$ cat config.mk
export PLATFORM = sky130hd
export DESIGN_NAME = mem_access_unit
export DESIGN_NICKNAME = d
export VERILOG_FILES = /design/src/rtl/mem_access_unit.sv
export SDC_FILE = /design/constraint.sdc
export NUM_CORES = 1
export LEC_CHECK = 0
export BUFFER_PORTS_ARGS = -buffer_cell sky130_fd_sc_hd__buf_4
export CAP_MARGIN = 10
export CORE_MARGIN = 5
export CORE_UTILIZATION = 40
export DETAILED_ROUTE_END_ITERATION = 16
export PLACE_DENSITY_LB_ADDON = 0.12
export SLEW_MARGIN = 20
export SYNTH_ARGS = -nofsm -noshare
export SYNTH_HDL_FRONTEND = slang
export SYNTH_SLANG_ARGS = --single-unit
$ cat constraint.sdc
create_clock -name clk -period 5.67 [get_ports clk]
set_input_delay 1.134 -clock clk [delete_from_list [all_inputs] [get_ports clk]]
set_output_delay 1.134 -clock clk [all_outputs]
set_load 0.02 [all_outputs]
$ cat src/rtl/mem_access_unit.sv
// mem_access_unit
//   MEM-stage load/store engine. Takes the EX/MEM register outputs
//   (valid, dram_we, sl_type, ALU byte address, rD2 store data) and turns
//   them into requests on a req/gnt/rvalid data bus. While a transaction
//   is outstanding it holds the pipeline with stall_o. It returns
//   aligned, sign- or zero-extended load data toward MEM/WB.
//
// Bus handshake:
//   dbus_req_o stays high, with addr/we/wstrb/wdata held stable, until the
//   cycle in which dbus_gnt_i is seen high. A store completes in that grant
//   cycle. A load then waits in RESP for dbus_rvalid_i, and the word on
//   dbus_rdata_i is consumed in that same cycle. A gnt or rvalid that
//   arrives when the unit is not waiting for it is ignored.
//
// Ports:
//   clk, rst               clock, synchronous active-high reset
//   instr_valid_mem_i      MEM-stage instruction valid
//   dram_we_mem_i          1 = store, 0 = load or none
//   alu_result_mem_i[31:0] byte address
//   rD2_mem_i[31:0]        store data
//   sl_type_mem_i[3:0]     0 none, 1 LB, 2 LBU, 3 LH, 4 LHU, 5 LW, 6 SB, 7 SH, 8 SW
//   dbus_*                 data bus (word address, byte strobes, replicated data)
//   stall_o                freeze IF..EX/MEM pipeline registers
//   load_data_o[31:0]      extended load result; holds the last loaded value
//   load_valid_o           load completes this cycle
//   misalign_o             misaligned access (single pulse, no bus traffic)
//   bus_err_o              transaction timed out (single pulse)
//   dbg_state[1:0]         FSM state: 0 IDLE, 1 REQ, 2 RESP
module mem_access_unit #(
  parameter int TIMEOUT_CYCLES = 256
) (
  input  logic        clk,
  input  logic        rst,
  input  logic        instr_valid_mem_i,
  input  logic        dram_we_mem_i,
  input  logic [31:0] alu_result_mem_i,
  input  logic [31:0] rD2_mem_i,
  input  logic [3:0]  sl_type_mem_i,
  output logic        dbus_req_o,
  output logic        dbus_we_o,
  output logic [31:0] dbus_addr_o,
  output logic [3:0]  dbus_wstrb_o,
  output logic [31:0] dbus_wdata_o,
  input  logic        dbus_gnt_i,
  input  logic        dbus_rvalid_i,
  input  logic [31:0] dbus_rdata_i,
  output logic        stall_o,
  output logic [31:0] load_data_o,
  output logic        load_valid_o,
  output logic        misalign_o,
  output logic        bus_err_o,
  output logic [1:0]  dbg_state
);

  typedef enum logic [1:0] {
    S_IDLE = 2'd0,
    S_REQ  = 2'd1,
    S_RESP = 2'd2
  } state_t;

  localparam logic [3:0] SL_LB  = 4'd1;
  localparam logic [3:0] SL_LBU = 4'd2;
  localparam logic [3:0] SL_LH  = 4'd3;
  localparam logic [3:0] SL_LHU = 4'd4;
  localparam logic [3:0] SL_LW  = 4'd5;
  localparam logic [3:0] SL_SB  = 4'd6;
  localparam logic [3:0] SL_SH  = 4'd7;
  localparam logic [3:0] SL_SW  = 4'd8;

  localparam int            CW    = $clog2(TIMEOUT_CYCLES + 1);
  localparam logic [CW-1:0] LIMIT = CW'(TIMEOUT_CYCLES - 1);

  state_t        state_q, state_d;
  logic [CW-1:0] cnt_q;
  logic [31:0]   addr_q;
  logic          we_q;
  logic [3:0]    wstrb_q;
  logic [31:0]   wdata_q;
  logic [3:0]    sl_q;
  logic [1:0]    off_q;
  logic [31:0]   hold_q;

  // Access decode
  logic is_load_type, is_store_type, load_acc, store_acc, access;
  logic half_acc, word_acc, misaligned;
  logic [3:0]  new_wstrb;
  logic [31:0] new_wdata;

  always_comb begin
    is_load_type  = (sl_type_mem_i >= SL_LB) && (sl_type_mem_i <= SL_LW);
    is_store_type = (sl_type_mem_i >= SL_SB) && (sl_type_mem_i <= SL_SW);
    load_acc      = instr_valid_mem_i && !dram_we_mem_i && is_load_type;
    store_acc     = instr_valid_mem_i &&  dram_we_mem_i && is_store_type;
    access        = load_acc || store_acc;
    half_acc      = (sl_type_mem_i == SL_LH) || (sl_type_mem_i == SL_LHU) ||
                    (sl_type_mem_i == SL_SH);
    word_acc      = (sl_type_mem_i == SL_LW) || (sl_type_mem_i == SL_SW);
    misaligned    = (half_acc && alu_result_mem_i[0]) ||
                    (word_acc && (alu_result_mem_i[1:0] != 2'b00));
  end

  // Store lane formatting; loads register zero strobes and data
  always_comb begin
    new_wstrb = 4'b0000;
    new_wdata = 32'h0;
    if (store_acc) begin
      case (sl_type_mem_i)
        SL_SB: begin
          new_wstrb = 4'b0001 << alu_result_mem_i[1:0];
          new_wdata = {4{rD2_mem_i[7:0]}};
        end
        SL_SH: begin
          new_wstrb = alu_result_mem_i[1] ? 4'b1100 : 4'b0011;
          new_wdata = {2{rD2_mem_i[15:0]}};
        end
        default: begin
          new_wstrb = 4'b1111;
          new_wdata = rD2_mem_i;
        end
      endcase
    end
  end

  // Load extraction from the returned word, using the registered offset/type
  logic [31:0] byte_sh, half_sh, load_ext;

  always_comb begin
    byte_sh  = dbus_rdata_i >> {off_q, 3'b000};
    half_sh  = dbus_rdata_i >> {off_q[1], 4'b0000};
    load_ext = dbus_rdata_i;
    case (sl_q)
      SL_LB:   load_ext = {{24{byte_sh[7]}}, byte_sh[7:0]};
      SL_LBU:  load_ext = {24'h0, byte_sh[7:0]};
      SL_LH:   load_ext = {{16{half_sh[15]}}, half_sh[15:0]};
      SL_LHU:  load_ext = {16'h0, half_sh[15:0]};
      default: load_ext = dbus_rdata_i;
    endcase
  end

  // Next state and outputs
  logic start, at_limit;

  always_comb begin
    state_d      = state_q;
    start        = 1'b0;
    stall_o      = 1'b0;
    dbus_req_o   = 1'b0;
    load_valid_o = 1'b0;
    misalign_o   = 1'b0;
    bus_err_o    = 1'b0;
    load_data_o  = hold_q;
    at_limit     = (cnt_q == LIMIT);
    case (state_q)
      S_IDLE: begin
        if (access && misaligned) begin
          misalign_o = 1'b1;
        end else if (access) begin
          start   = 1'b1;
          stall_o = 1'b1;
          state_d = S_REQ;
        end
      end
      S_REQ: begin
        dbus_req_o = 1'b1;
        // A store grant is completion and beats the timeout; a load grant
        // is not completion, so at the limit it still times out.
        if (dbus_gnt_i && we_q) begin
          state_d = S_IDLE;
        end else if (at_limit) begin
          bus_err_o   = 1'b1;
          load_data_o = 32'h0;
          state_d     = S_IDLE;
        end else if (dbus_gnt_i) begin
          stall_o = 1'b1;
          state_d = S_RESP;
        end else begin
          stall_o = 1'b1;
        end
      end
      S_RESP: begin
        if (dbus_rvalid_i) begin
          load_valid_o = 1'b1;
          load_data_o  = load_ext;
          state_d      = S_IDLE;
        end else if (at_limit) begin
          bus_err_o   = 1'b1;
          load_data_o = 32'h0;
          state_d     = S_IDLE;
        end else begin
          stall_o = 1'b1;
        end
      end
      default: state_d = S_IDLE;
    endcase
  end

  always_ff @(posedge clk) begin
    if (rst) begin
      state_q <= S_IDLE;
      cnt_q   <= '0;
      addr_q  <= 32'h0;
      we_q    <= 1'b0;
      wstrb_q <= 4'b0000;
      wdata_q <= 32'h0;
      sl_q    <= 4'd0;
      off_q   <= 2'b00;
      hold_q  <= 32'h0;
    end else begin
      state_q <= state_d;
      if (start) begin
        cnt_q   <= '0;
        addr_q  <= {alu_result_mem_i[31:2], 2'b00};
        we_q    <= dram_we_mem_i;
        wstrb_q <= new_wstrb;
        wdata_q <= new_wdata;
        sl_q    <= sl_type_mem_i;
        off_q   <= alu_result_mem_i[1:0];
      end else if (state_q != S_IDLE) begin
        cnt_q <= cnt_q + CW'(1);
      end
      if (load_valid_o) begin
        hold_q <= load_ext;
      end else if (bus_err_o) begin
        hold_q <= 32'h0;
      end
    end
  end

  assign dbus_we_o    = we_q;
  assign dbus_addr_o  = addr_q;
  assign dbus_wstrb_o = wstrb_q;
  assign dbus_wdata_o = wdata_q;
  assign dbg_state    = state_q;

endmodule
**After elaboration in Yosys (flattened, before gate mapping)**

Cells that the tools add are included.

- Register bits: 116
- Bits of input ports: 106
- Output and inout bits: 108
- Logic and storage cells: 92

- $add $sub $neg: 1
- $lt $le $gt $ge: 4
- Equality and inequality tests: 17
- Shift operators: 3
- Muxes and demuxes: 36
- Reductions and logical operators: 22

Operators by type and width:

| kind | count |
|---|---|
| $mux 32 | 6 |
| $pmux 32 s2 | 2 |
| $pmux 32 s4 | 1 |
| $shr 32x5->16 | 1 |
| $shr 32x5->8 | 1 |
| $eq 4x3->1 const B | 5 |
| $mux 1 | 14 |
| $mux 2 | 7 |
| $eq 4x2->1 const B | 3 |
| $logic_and 1x1->1 | 10 |
| $add 9x1->9 const B | 1 |
| $eq 9x8->1 const B | 1 |
| $mux 4 | 2 |
| $pmux 4 s2 | 1 |
| $pmux 2 s3 | 1 |
| $reduce_bool 2->1 | 3 |
| $logic_or 1x1->1 | 5 |
| $eq 4x1->1 const B | 1 |
| $eq 4x4->1 const B | 1 |
| $ge 4x1->1 const B | 1 |
| $ge 4x3->1 const B | 1 |
| $le 4x3->1 const B | 1 |
| $le 4x4->1 const B | 1 |
| $ne 2x2->1 const B | 2 |
| other kinds (11) | 11 |

**Depth between registers and ports, before layout**

- Depth in word-level cells: 9
- Gate-level depth with buffers: 9
- Depth with buffers taken out: 8

**Worst setup path before layout**

No wires, ideal clock.

- Path kind: in2out
- From: input sl_type_mem_i[1]
- To: output stall_o
- Data arrival time: 2,834 ps
- Required time: 4,536 ps
- Path slack: 1,702 ps
- Stages on the path: 7
- Buffers on the path: 2
- Cell sequence: buf_2 > or4b_4 > a21oi_4 > o21a_1 > buf_4 > nand2_2 > a21oi_1

- Cells in the longest elaborated chain, start to end: 8
- Elaborated cells on any way between the ends: 24
- Those cells by class: 4 x order compare; 5 x eq/ne; 3 x mux; 12 x reduce/logical

RTL lines:

| item | line | text |
|---|---|---|
| start: declaration | 38 | `input logic [3:0] sl_type_mem_i,` |
| parallel branches: the longest is 6 deep, another holds $ge 4x1->1 | -- |  |
| $mux 1 (*) | 155 | `if (access && misaligned) begin` |
| $pmux 1 s3 (*) | 153 | `case (state_q)` |
| end: declaration | 47 | `output logic stall_o,` |

Mark *: on every way between the ends.

**Final worst setup path**

- From: register sl_q[2]
- To: output load_data_o[8]

- Cells in the longest elaborated chain, start to end: 4
- Elaborated cells on any way between the ends: 7
- Those cells by class: 4 x eq/ne; 3 x mux

RTL lines:

| item | line | text |
|---|---|---|
| start: declaration | 79 | `logic [3:0] sl_q;` |
| start signal: assignment | 216 | `sl_q <= sl_type_mem_i;` |
| $eq 4x3->1 (tied with other cells) | 131 | `case (sl_q)` |
| $pmux 32 s4 (*) | 131 |  |
| $mux 32 (*) | 181 | `if (dbus_rvalid_i) begin` |
| $pmux 32 s2 (*) | 153 |  |
| end: declaration | 48 | `output logic [31:0] load_data_o,` |

Every way passes the cells marked *; elsewhere a longest branch is shown, timed or not.

==> out/results.ini <==
[floorplanning]
die_h_um=132
core_um2=14600
top_level_ports=214
start_util=0.410
die_area_um2=17500
row_count=44
fp.dieW_um=132

[layout]
area_growth_pct=35.7
final_cell_mix=221 x buf_4, 116 x dfxtp_1, 70 x o21ai_0
final_common_cell=buf_4
instances_no_fill=1056
drive_gt1_frac=0.336
post-route-util=0.556
insertedDiodeCount=0
nets=974

[synthesis]
muxShareOfSynthArea=0.0808
synth_xor_area_frac=0.0117
ys_warn_count=0
synthAdderAreaFrac=0.0126
synthSimpleGateAreaFrac=0.164
synth-edff-count=0
ys_ff_latch=116
async_flop_share=0
syn_avg_cell_area_um2=8.76
synth_compound_area_frac=0.283
synth_top_family_by_area=compound AO/OA/AOI/OAI gates
syn-cell-area_um2=5980
ys_seq_area_frac=0.388
synth_ff_type=dfxtp_1
synth_cell_types=66
netlist_instances=683

[detailed_routing]
routed_wl_um=19100
drtIter0Drc=355
drtPass1Iterations=6
vias=5977
post-route-drc-count=0
via_per_inst=5.66
drt-wirelength-per-cell_um=18.0
ant_nets=0

[global_routing]
grt_pass1_vias=5949
antenna_found_initial=0
grt_max_degree=46
grt_first_pass_wirelength_um=30900
track_usage=0.212
globalRouteOverflowTotal=0

[power_and_ir_drop]
power_w=0.00214
peakVddDrop_mv=0.176
p_leak_nw=3.40
power_density_nw_per_um2=263

[flow_run]
maxCapViolCount=0

[worst_setup_path]
critical_path.cell_chain=or3b_2, a21oi_2, buf_4, o221ai_1, o21ai_0, buf_4
cp-start-kind=flip-flop
crit_arrival_ps=3220
cp.required_ps=4540
cp_slowest_stage_delay_ps=700
critPathTopFamily=compound AO/OA/AOI/OAI gates
cpMostUsedCell=buf_4
endpoint_kind=output pin
slowest_stage=a21oi_2
path_class=reg2out
crit_path_max_fanout=23
cp_num_buf_inv=2

[timing]
worstMarginPinSlew_ps=1100
hold_viol=0
period_share=0.767
rsz0062_at_grt=no
fin_skew_ps=6.73
finalSetupTns_ps=0
setup_viol_count_final=0
slew_viol_final=0
fmax_mhz=230
max_slew_margin=0.267
fin_ws_ps=1320
fin_crit_ps=4350

[hold_path]
hp-class=reg2reg

[placed_design]
finalWeightedCongestion=0.805
placed_cells=1027
place_hpwl_um=13800
dp_slack_ps=1340
port_buffers=211

[clock_tree]
cts_buffers=17
ctsHoldBuffers=0
clkTransAtPathRegs_ps=50
cts_root_buf=clkbuf_16
cts_setup_buffers=0
clk_latency_ps=410
clock_sinks=116
htreeDepth=4
post_cts_resized=0
cts_buffer_depth=2
cts_tree=done

[outcome]
status=completed

per-layer routing:
metal / global-route usage / vias to the layer above / part of all wire
li1: - / 2889 / -
met1: 0.280 / 2812 / 0.44
met2: 0.335 / 254 / 0.47
met3: 0.0611 / 22 / 0.078
met4: 0.0690 / 0 / 0.015
met5: 0 / - / 0
flip-flops by register name, indices dropped and copies added, names as in the netlist:
signal,cells
dbus_wdata_o,32
hold_q,32
dbus_addr_o,30
cnt_q,9
dbus_wstrb_o,4
sl_q,4
dbg_state,2
off_q,2
dbus_we_o,1
worst register-to-register path: stages, from the launching register on:
cell	delay, ps
dfxtp_1	510
or3b_2	530
a21oi_2	700
buf_4	390
nand2_1	90
o311ai_1	80
buf_4	240
o21ai_0	120
logic make-up (layout without fill, tap and decap cells):
| group | count (synthesis) | after routing |
|---|---|---|
| flip-flops | 116 | 116 |
| AO/OA/AOI/OAI | 236 | 236 |
| multiplexers | 46 | 46 |
| other | 1 | 2 |
| XOR/XNOR | 8 | 8 |
| adder cells (fa/ha/maj) | 6 | 6 |
| AND/OR/NAND/NOR | 197 | 197 |
| buffers and inverters | 73 | 261 |
final timing paths:
path	endpoint	start	depth (start not counted)	slack [ps]
worst min register to register	hold_q[21]$_SDFFE_PP0P_	hold_q[21]$_SDFFE_PP0P_	2	450
worst min-delay path	hold_q[21]$_SDFFE_PP0P_	hold_q[21]$_SDFFE_PP0P_	2	450
worst max-delay path	load_data_o[8]	sl_q[2]$_SDFFE_PP0P_	6	1320
worst max register to register	hold_q[26]$_SDFFE_PP0P_	sl_q[2]$_SDFFE_PP0P_	7	2900
cells in the mapped netlist, types with 8 or more instances:
master | count | area, µm²
nor2b_1 | 8 | 50.1
a22o_1 | 24 | 210
o21ai_0 | 70 | 350
mux2_2 | 8 | 90.1
o221ai_1 | 8 | 70.1
buf_2 | 15 | 75.1
or2_2 | 8 | 50.1
dfxtp_1 | 116 | 2320
o2bb2ai_2 | 10 | 150
a221o_1 | 16 | 160
a21oi_1 | 50 | 250
nand3_1 | 43 | 215
mux2i_1 | 37 | 370
nand2_1 | 47 | 176
a32o_1 | 14 | 140
clkbuf_1 | 34 | 128
nor2_1 | 51 | 191
inv_1 | 11 | 41.3
final cells by class:
cell class / count / area, µm²
multi-input cells: 495 / 3330
inverters: 11 / 41.3
clock inverters: 6 / 55.1
well taps: 184 / 230
flip-flops and latches: 116 / 2320
repair buffers: 221 / 1660
fillers: 1319 / 6470
clock buffers: 23 / 478
where the power goes:
group,total [W],internal (W),switching (W)
logic,0.000306,0.000129,0.000178
clock network,0.000984,0.000625,0.000360
registers,0.000848,0.000834,0.0000141
total,0.00214,0.00159,0.000551
through the flow:
stage	hold slack, ps	instance area [µm²]
2_1_floorplan	426	5980
3_3_place_gp	433	7570
3_5_place_dp	442	7570
4_1_cts	455	8110
5_1_grt	473	8120
6_report	453	8120
(Power assumes the default switching activity.)
